**config.mk**
```make
export PLATFORM = sky130hd
export DESIGN_NAME = tabla_run_controller
export DESIGN_NICKNAME = d
export VERILOG_FILES = /design/src/rtl/tabla_run_controller.sv
export SDC_FILE = /design/constraint.sdc
export NUM_CORES = 1
export LEC_CHECK = 0
export ABC_AREA = 1
export CAP_MARGIN = 20
export CORE_MARGIN = 1
export CORE_UTILIZATION = 55
export DETAILED_ROUTE_END_ITERATION = 6
export DONT_BUFFER_PORTS = 1
export MAX_ROUTING_LAYER = met4
export PLACE_DENSITY = 0.74
export SYNTH_ARGS = -nofsm -noshare
export SYNTH_HDL_FRONTEND = slang
export SYNTH_SLANG_ARGS = --single-unit
```
**constraint.sdc**
```tcl
create_clock -name ACLK -period 2.8 [get_ports ACLK]
set_input_delay 0.42 -clock ACLK [delete_from_list [all_inputs] [get_ports ACLK]]
set_output_delay 0.42 -clock ACLK [all_outputs]
set_load 0.005 [all_outputs]
```
**src/rtl/tabla_run_controller.sv**
```systemverilog
// Run sequencer for the Tabla datapath: drives the RD -> PR -> WR iteration loop
// and exposes sticky status flags plus saturating per-phase cycle counters.
module tabla_run_controller #(
  parameter int PERF_CNTR_WIDTH = 32,
  parameter int ITER_WIDTH      = 16
) (
  input  logic                       ACLK,
  input  logic                       ARESETN,
  input  logic                       start,
  input  logic                       abort,
  input  logic [ITER_WIDTH-1:0]      num_iters,
  output logic                       tx_req,
  input  logic                       rd_ack,
  output logic                       pr_start,
  input  logic                       pr_done,
  output logic                       wr_req,
  input  logic                       wr_ack,
  output logic                       busy,
  output logic                       tx_done,
  output logic                       rd_done,
  output logic                       processing_done,
  output logic                       wr_done,
  output logic                       aborted,
  output logic [ITER_WIDTH-1:0]      iter_count,
  output logic [PERF_CNTR_WIDTH-1:0] total_cycles,
  output logic [PERF_CNTR_WIDTH-1:0] rd_cycles,
  output logic [PERF_CNTR_WIDTH-1:0] pr_cycles,
  output logic [PERF_CNTR_WIDTH-1:0] wr_cycles
);

  typedef enum logic [2:0] {
    S_IDLE = 3'd0,
    S_RD   = 3'd1,
    S_PR   = 3'd2,
    S_WR   = 3'd3,
    S_DONE = 3'd4
  } state_t;

  localparam logic [PERF_CNTR_WIDTH-1:0] CNT_ONE  = {{(PERF_CNTR_WIDTH-1){1'b0}}, 1'b1};
  localparam logic [PERF_CNTR_WIDTH-1:0] CNT_ZERO = '0;
  localparam logic [ITER_WIDTH-1:0]      ITER_ONE = {{(ITER_WIDTH-1){1'b0}}, 1'b1};

  state_t                     state_q, state_d;
  logic [ITER_WIDTH-1:0]      target_q, target_d;
  logic [ITER_WIDTH-1:0]      iter_q, iter_d;
  logic [ITER_WIDTH-1:0]      iter_next;
  logic                       last_iter;
  logic [PERF_CNTR_WIDTH-1:0] rd_cyc_q, rd_cyc_d;
  logic [PERF_CNTR_WIDTH-1:0] pr_cyc_q, pr_cyc_d;
  logic [PERF_CNTR_WIDTH-1:0] wr_cyc_q, wr_cyc_d;
  logic [PERF_CNTR_WIDTH-1:0] tot_cyc_q, tot_cyc_d;
  logic                       tx_req_q, tx_req_d;
  logic                       wr_req_q, wr_req_d;
  logic                       busy_q, busy_d;
  logic                       pr_start_q, pr_start_d;
  logic                       tx_done_q, tx_done_d;
  logic                       rd_done_q, rd_done_d;
  logic                       proc_done_q, proc_done_d;
  logic                       wr_done_q, wr_done_d;
  logic                       aborted_q, aborted_d;

  assign iter_next = iter_q + ITER_ONE;
  assign last_iter = (iter_next == target_q);

  always_comb begin
    state_d     = state_q;
    target_d    = target_q;
    iter_d      = iter_q;
    pr_start_d  = 1'b0;
    tx_done_d   = tx_done_q;
    rd_done_d   = rd_done_q;
    proc_done_d = proc_done_q;
    wr_done_d   = wr_done_q;
    aborted_d   = aborted_q;
    rd_cyc_d    = rd_cyc_q;
    pr_cyc_d    = pr_cyc_q;
    wr_cyc_d    = wr_cyc_q;
    tot_cyc_d   = tot_cyc_q;

    // Every cycle spent in a phase counts, including the ack or abort cycle.
    if (state_q == S_RD && !(&rd_cyc_q)) rd_cyc_d = rd_cyc_q + CNT_ONE;
    if (state_q == S_PR && !(&pr_cyc_q)) pr_cyc_d = pr_cyc_q + CNT_ONE;
    if (state_q == S_WR && !(&wr_cyc_q)) wr_cyc_d = wr_cyc_q + CNT_ONE;
    if ((state_q == S_RD || state_q == S_PR || state_q == S_WR) && !(&tot_cyc_q))
      tot_cyc_d = tot_cyc_q + CNT_ONE;

    case (state_q)
      S_IDLE, S_DONE: begin
        if (start && !abort) begin
          state_d     = S_RD;
          target_d    = (num_iters == '0) ? ITER_ONE : num_iters;
          iter_d      = '0;
          tx_done_d   = 1'b0;
          rd_done_d   = 1'b0;
          proc_done_d = 1'b0;
          wr_done_d   = 1'b0;
          aborted_d   = 1'b0;
          rd_cyc_d    = CNT_ZERO;
          pr_cyc_d    = CNT_ZERO;
          wr_cyc_d    = CNT_ZERO;
          tot_cyc_d   = CNT_ZERO;
        end
      end
      S_RD: begin
        if (abort) begin
          state_d   = S_IDLE;
          aborted_d = 1'b1;
        end else if (rd_ack) begin
          state_d    = S_PR;
          pr_start_d = 1'b1;
          if (last_iter) rd_done_d = 1'b1;
        end
      end
      S_PR: begin
        if (abort) begin
          state_d   = S_IDLE;
          aborted_d = 1'b1;
        end else if (pr_done) begin
          state_d = S_WR;
          if (last_iter) proc_done_d = 1'b1;
        end
      end
      S_WR: begin
        if (abort) begin
          state_d   = S_IDLE;
          aborted_d = 1'b1;
        end else if (wr_ack) begin
          iter_d = iter_next;
          if (last_iter) begin
            state_d   = S_DONE;
            wr_done_d = 1'b1;
            tx_done_d = 1'b1;
          end else begin
            state_d = S_RD;
          end
        end
      end
      default: state_d = S_IDLE;
    endcase

    tx_req_d = (state_d == S_RD);
    wr_req_d = (state_d == S_WR);
    busy_d   = (state_d == S_RD) || (state_d == S_PR) || (state_d == S_WR);
  end

  always_ff @(posedge ACLK or negedge ARESETN) begin
    if (!ARESETN) begin
      state_q     <= S_IDLE;
      target_q    <= ITER_ONE;
      iter_q      <= '0;
      rd_cyc_q    <= '0;
      pr_cyc_q    <= '0;
      wr_cyc_q    <= '0;
      tot_cyc_q   <= '0;
      tx_req_q    <= 1'b0;
      wr_req_q    <= 1'b0;
      busy_q      <= 1'b0;
      pr_start_q  <= 1'b0;
      tx_done_q   <= 1'b0;
      rd_done_q   <= 1'b0;
      proc_done_q <= 1'b0;
      wr_done_q   <= 1'b0;
      aborted_q   <= 1'b0;
    end else begin
      state_q     <= state_d;
      target_q    <= target_d;
      iter_q      <= iter_d;
      rd_cyc_q    <= rd_cyc_d;
      pr_cyc_q    <= pr_cyc_d;
      wr_cyc_q    <= wr_cyc_d;
      tot_cyc_q   <= tot_cyc_d;
      tx_req_q    <= tx_req_d;
      wr_req_q    <= wr_req_d;
      busy_q      <= busy_d;
      pr_start_q  <= pr_start_d;
      tx_done_q   <= tx_done_d;
      rd_done_q   <= rd_done_d;
      proc_done_q <= proc_done_d;
      wr_done_q   <= wr_done_d;
      aborted_q   <= aborted_d;
    end
  end

  assign tx_req          = tx_req_q;
  assign wr_req          = wr_req_q;
  assign busy            = busy_q;
  assign pr_start        = pr_start_q;
  assign tx_done         = tx_done_q;
  assign rd_done         = rd_done_q;
  assign processing_done = proc_done_q;
  assign wr_done         = wr_done_q;
  assign aborted         = aborted_q;
  assign iter_count      = iter_q;
  assign total_cycles    = tot_cyc_q;
  assign rd_cycles       = rd_cyc_q;
  assign pr_cycles       = pr_cyc_q;
  assign wr_cycles       = wr_cyc_q;

endmodule

```
; Word-level counts from Yosys, hierarchy flattened
; Cells that the tools add are included.
; Widths: inputs -> output; s select.
[classes]
n_addsub = 5
n_eq_ne = 19
n_mux = 42
n_reduce_logical = 32
[ops]
columns = cell, count
row1 = $mux 32, 12
row2 = $add 32x1->32 const B, 4
row3 = $reduce_and 32->1, 4
row4 = $mux 16, 4
row5 = $pmux 16 s2, 1
row6 = $mux 3, 8
row7 = $ne 2x2->1 const B, 10
row8 = $add 16x1->16 const B, 1
row9 = $eq 16x16->1, 1
row10 = $logic_not 16->1, 1
row11 = $reduce_and 5->1, 3
row12 = $eq 3x2->1 const B, 4
row13 = $mux 1, 12
row14 = $pmux 3 s4, 1
row15 = $pmux 1 s2, 4
row16 = $reduce_bool 2->1, 4
row17 = $eq 3x1->1 const B, 2
row18 = $logic_and 1x1->1, 5
row19 = $logic_not 1->1, 5
row20 = $logic_or 1x1->1, 4
row21 = $reduce_and 4->1, 1
row22 = $eq 3x3->1 const B, 1
row23 = $logic_not 3->1, 1
row24 = $reduce_and 3->1, 1
row25 = 4 further kinds, 4
[totals]
register_bits = 171
input_bits = 23
word_cells = 113

; Depth between registers and ports, before layout
[logic_depth]
word_depth = 9
mapped_depth = 15
depth_no_buf = 15

; Worst setup path after synthesis
; No wires, ideal clock.
[synth_timing]
path_type = register -> register
start = reg iter_q[0] (netlist: iter_count[0])
end = reg busy_q (netlist: busy)
setup_ns = 0.137
arrival_time_ns = 1.777
setup_slack_ns = 0.886
stages_incl_launch_ff = 13
n_path_buf = 0
period_less_slack_ns = 1.914
path_cell_list = dfrtp_1 -> ha_1 -> or2_2 -> nand3_1 -> nand4_1 -> nor2_1 -> nand3_1 -> nor2_1 -> nand3_2 -> nand2_2 -> nand2_1 -> nand2_2 -> nand3_1
[synth_via]
elab_chain_len = 9
elab_cells_between_ends = 11
cone_classes = 1 x add/sub / 4 x eq/ne / 4 x mux / 2 x reduce/logical
[synth_lines]
columns = element, line_no
row1 = from (decl), 45  ; logic [ITER_WIDTH-1:0] iter_q, iter_d;
row2 = from (signal assigned), 167  ; iter_q <= iter_d;
row3 = $add 16x1->16 *, 62  ; assign iter_next = iter_q + ITER_ONE;
row4 = $eq 16x16->1 *, 63  ; assign last_iter = (iter_next == target_q);
row5 = $mux 3 *, 129  ; if (last_iter) begin
row6 = $mux 3 *, 127  ; end else if (wr_ack) begin
row7 = $mux 3 *, 124  ; if (abort) begin
row8 = $pmux 3 s4 *, 87  ; case (state_q)
row9 = $eq 3x1->1 or $eq 3x2->1 (tied branches), 143  ; busy_d = (state_d == S_RD) || (state_d == S_PR) || (state_d == S_WR);
row10 = $logic_or 1x1->1, 143
row11 = $logic_or 1x1->1 *, 143
row12 = net busy_d, 54  ; logic busy_q, busy_d;
row13 = to (signal assigned), 174  ; busy_q <= busy_d;
row14 = to (decl), 54
; The timed path passes the listed nets; every way through them passes the cells marked *.
; A chain may end at the register's enable or synchronous reset.

; Worst setup path in the final report
[layout_timing]
start = reg tot_cyc_q[1] (netlist: total_cycles[1])
end = reg tot_cyc_q[17] (netlist: total_cycles[17])
[layout_via]
elab_chain_len = 6
elab_cells_between_ends = 7
cone_classes = 1 x add/sub / 3 x mux / 3 x reduce/logical
[layout_lines]
columns = element, line_no
row1 = from (decl), 51  ; logic [PERF_CNTR_WIDTH-1:0] tot_cyc_q, tot_cyc_d;
row2 = from (signal assigned), 171  ; tot_cyc_q <= tot_cyc_d;
row3 = "parallel branches: the longest is 3 deep, another holds $add 32x1->32", --
row4 = $mux 32 *, 84  ; if ((state_q == S_RD || state_q == S_PR || state_q == S_WR) && !(&tot_cyc_q))
row5 = $mux 32, 89  ; if (start && !abort) begin
row6 = $mux 32 *, 87
row7 = net tot_cyc_d[17], 51
; Mark *: on every way through the listed nets, which the timed path passes.

==> run summary <==
After synthesis, the mean cell area works out to 7.63 um2. The area used by sequential logic in the layout was 0.00428 mm2. The utilization of the core after routing is 60.5%, and the core area is 0.0179 mm2. The flow ran to the end, but the final reports show violations. The number of diodes added for antenna fixing came out at 0.

For the number of hold violations in the final report, the log shows 170. Summed over all nets, the half-perimeter wirelength after detailed placement is 19400 um. The floorplan has 49 rows. The vertical die dimension is 137 um. Across the VDD grid, the largest voltage drop is 0.430 mV. In this run the remaining antenna-violating nets after routing total 0. In this run the worst setup path begins at total_cycles[1].

After layout, the worst setup slack is 0.466 ns. Yosys printed 0 warnings. The max-slew violation total from the final report was 0.

For this design, the slowest cell found on the critical path is dfrtp_1. The worst reg2reg path depth was 12; the number of buffers added by the clock tree synthesis step was 17. After the first detailed-routing iteration, the DRC count stood at 587. Setup repair after global routing left no endpoint under its margin.

The critical path crosses 12 cells after its start point. Sequential cells were found to cover 42.7% of the synthesized design area. For the worst hold slack, the log shows -0.320 ns. After routing, the total negative slack on setup checks comes to 0 ns. Input and output buffers added on the ports amount to 0.

The run gives 0.0188 mm2 as the total die area. The area growth from synthesis to layout was 7.95%; the synthesized netlist net count was 1344. The cell family with the largest share of critical-path delay was simple AND/OR/NAND/NOR gates. Headroom to the max-slew limit came out at 57.0%.

The kind of start point of the critical path was a flip-flop. The run gives 2.63 ns as the critical path data arrival time. For the number of distinct library cells after synthesis, the log shows 50. In the routed design, unresolved DRC markers number 0. The tools report the footprint of the multi-input gates as 0.00505 mm2. At the worst endpoint, the required time is 3.10 ns. The logs give 0.0100 mm2 for the post-synth design cell area and 0 for the initial antenna violation count. The clock input transition at the sequential cells of the worst setup and hold paths was 0.07 ns; the critical path's largest stage delay was 0.44 ns. The logs give 1628 for the number of filler cells placed in the layout and 0 for the count of final setup violators.

Wires add up to 26600 um. The cell sitting at the root of the clock tree is a clkbuf_16. The tools report the total vias in the final route as 8936.

After clock tree synthesis, the setup repair step added 0 buffers. Timing would allow up to 428 MHz. The net count of the finished layout is 1343.

Synthesis produced a netlist whose cell count is 1316. The clock reaches the later pin of the worst-skew pair after 0.43 ns. Of all flip-flops after synthesis, the portion carrying an async set or reset was 100%. Measured along the x axis, the die boundary spans 137 um.

Power spread over the standard cell area amounts to 538 mW/mm2. In this run the critical register-to-register path is launched from total_cycles[1]. The total buffers and inverters traversed by the critical path was 2; the via count of the first global-routing pass was 8239. Following the worst setup path forward leads to its endpoint at total_cycles[17]. Start-to-end type of the worst setup path: flip-flop to flip-flop. The primary flip-flop cell chosen by synthesis mapping was dfrtp_1. The clock drives 171 sinks. The checks that failed: negative hold slack.

The endpoint identified for the worst register-to-register timing path is total_cycles[17]. In the final layout, the share of cells above drive strength 1 is 8.89%. The first detailed-routing pass took 5 iterations. In this run the register-to-register setup slack is 0.47 ns.

Across the run, the number of max-cap violations was 0. In the routed layout, each cell is associated on average with a via count of 5.74. The kind of capture point of the worst setup path was a flip-flop.

The largest driver fanout on the critical path was 27; the synthesized flop and latch total was 171. TritonCTS built the clock tree. In the final routed layout, each cell accounts on average for 17.1 um. The total global routing track utilization is 30.1%, and the number of synthesized flops with an enable pin is 0. Walking the worst path, the cells encountered are ha_1 > inv_1 > nor2_2 > nand2_1 > nor2_1 > nand2_1 > nand2_2 > inv_2 > nand3_1 > nor2_2 > nand3_1 > nor3b_2.

The logs give 56.1% for the initial core utilization and 176 for the I/O pin total. Summed over all layers, the global routing overflow is 0. The first global-routing pass estimated 42600 um of wire. The clock passes through at most 2 buffers. The routed design could run at a clock period as short as 2.33 ns. The worst path uses 83.4% of the clock period. The tools report the H-tree level count as 4.

At the pin with the least slew margin, the transition time is 0.645 ns. Entering global routing, the biggest net connects 172 pins. For the setup skew after layout, the log shows 0.00911 ns. Leakage power figure: 4.33 nW. Timing analysis after detailed placement gives a worst setup slack of 0.497 ns.

The worst hold path belongs to the class input pin to async pin. The final estimated routing congestion in global placement came out at 0.984.
## Yosys cell counts, types with 12 or more instances
cell type	n	area [um2]
a211oi_1	12	90.1
inv_1	136	510
nor4_1	19	119
clkbuf_1	13	48.8
nand3_1	54	270
nor2_1	215	807
xnor2_1	29	254
xor2_1	47	412
nand2_1	259	972
nor3_1	55	275
o21ai_0	58	290
dfrtp_1	170	4250
nor2_2	23	144
a21oi_1	51	255
nand4_1	46	288
## per-stage QoR
step	instance area (um2)	power [mW]	hold WS (ns)	std cells
floorplan	10000	3.29	0.124	1316
global placement	10200	3.46	0.128	1525
detailed placement	10200	3.48	0.129	1525
CTS	10800	5.87	-0.330	1557
global route	10800	6.06	-0.333	1557
finish	10800	5.83	-0.320	1557
## flip-flops by register name, indices dropped and copies added, names as in the netlist
register         flops
wr_req               1
total_cycles        32
wr_done              1
rd_done              1
pr_cycles           32
state_q              3
wr_cycles           32
iter_count          16
pr_start             1
target_q            16
processing_done      1
aborted              1
tx_req               1
rd_cycles           32
busy                 1
## cells by family (layout without fill, tap and decap cells)
family	Yosys count	in the layout	share of synthesized area (%)
buf+inv	178	190	7.11
flops	171	171	42.7
simple gates	716	716	32.6
compound gates	169	169	10.2
fa+ha+maj	5	5	0.623
xor+xnor	77	77	6.87
## metal layers
| metal | global-route usage (%) | vias up | routed length (um) |
|---|---|---|---|
| met5 | - | - | 0 |
| met4 | 8.73 | 0 | 422 |
| met3 | 8.41 | 40 | 2320 |
| met2 | 45.1 | 322 | 12200 |
| met1 | 39.5 | 4220 | 11700 |
| li1 | - | 4354 | - |
## area by class of cell
| cell class | count | share of cell area [%] |
|---|---|---|
| clock buffer | 22 | 4.38 |
| clock inverter | 10 | 1.06 |
| inverter | 149 | 5.17 |
| multi-input combinational | 967 | 46.6 |
| sequential | 171 | 39.5 |
| tap | 229 | 2.64 |
| timing repair buffer | 9 | 0.624 |
## power by group
group          leakage (nW)  total (mW)  internal [mW]  switching, mW
combinational          1.73       0.560          0.212          0.348
clock                 0.283        2.38           1.39          0.999
sequential             2.32        2.88           2.63          0.250
## cell usage in the layout, fill, tap and decap left out, types with 8 or more instances in the layout
| master | count |
|---|---|
| o21ai_0 | 58 |
| inv_2 | 10 |
| xor2_1 | 47 |
| nand2_2 | 8 |
| a211oi_1 | 12 |
| a221oi_1 | 10 |
| nor2_2 | 23 |
| nand4_1 | 46 |
| buf_4 | 9 |
| nand3_1 | 54 |
| nor2_1 | 214 |
| nor3_1 | 55 |
| xnor2_1 | 29 |
| nand2_1 | 259 |
| inv_1 | 136 |
| nor4_1 | 19 |
| dfrtp_1 | 170 |
| a21oi_1 | 51 |
| nor3_2 | 11 |
| clkbuf_16 | 17 |
| nand3_2 | 8 |
## timing repair
| item | in CTS | in global routing |
|---|---|---|
| resized for setup | 0 | 0 |
| endpoints found under the setup margin | 0 | 0 |
| endpoints found under the hold margin | 171 | 171 |
## worst min-delay path by stage
stage / from / cells past startpoint / to
4_1_cts: ARESETN / 0 / iter_count[9]
2_1_floorplan: ARESETN / 0 / aborted
3_5_place_dp: ARESETN / 0 / iter_count[9]
5_1_grt: ARESETN / 0 / iter_count[9]
3_3_place_gp: ARESETN / 0 / iter_count[9]
6_report: ARESETN / 0 / iter_count[9]
Note: power is estimated with default switching activity, not from simulation.
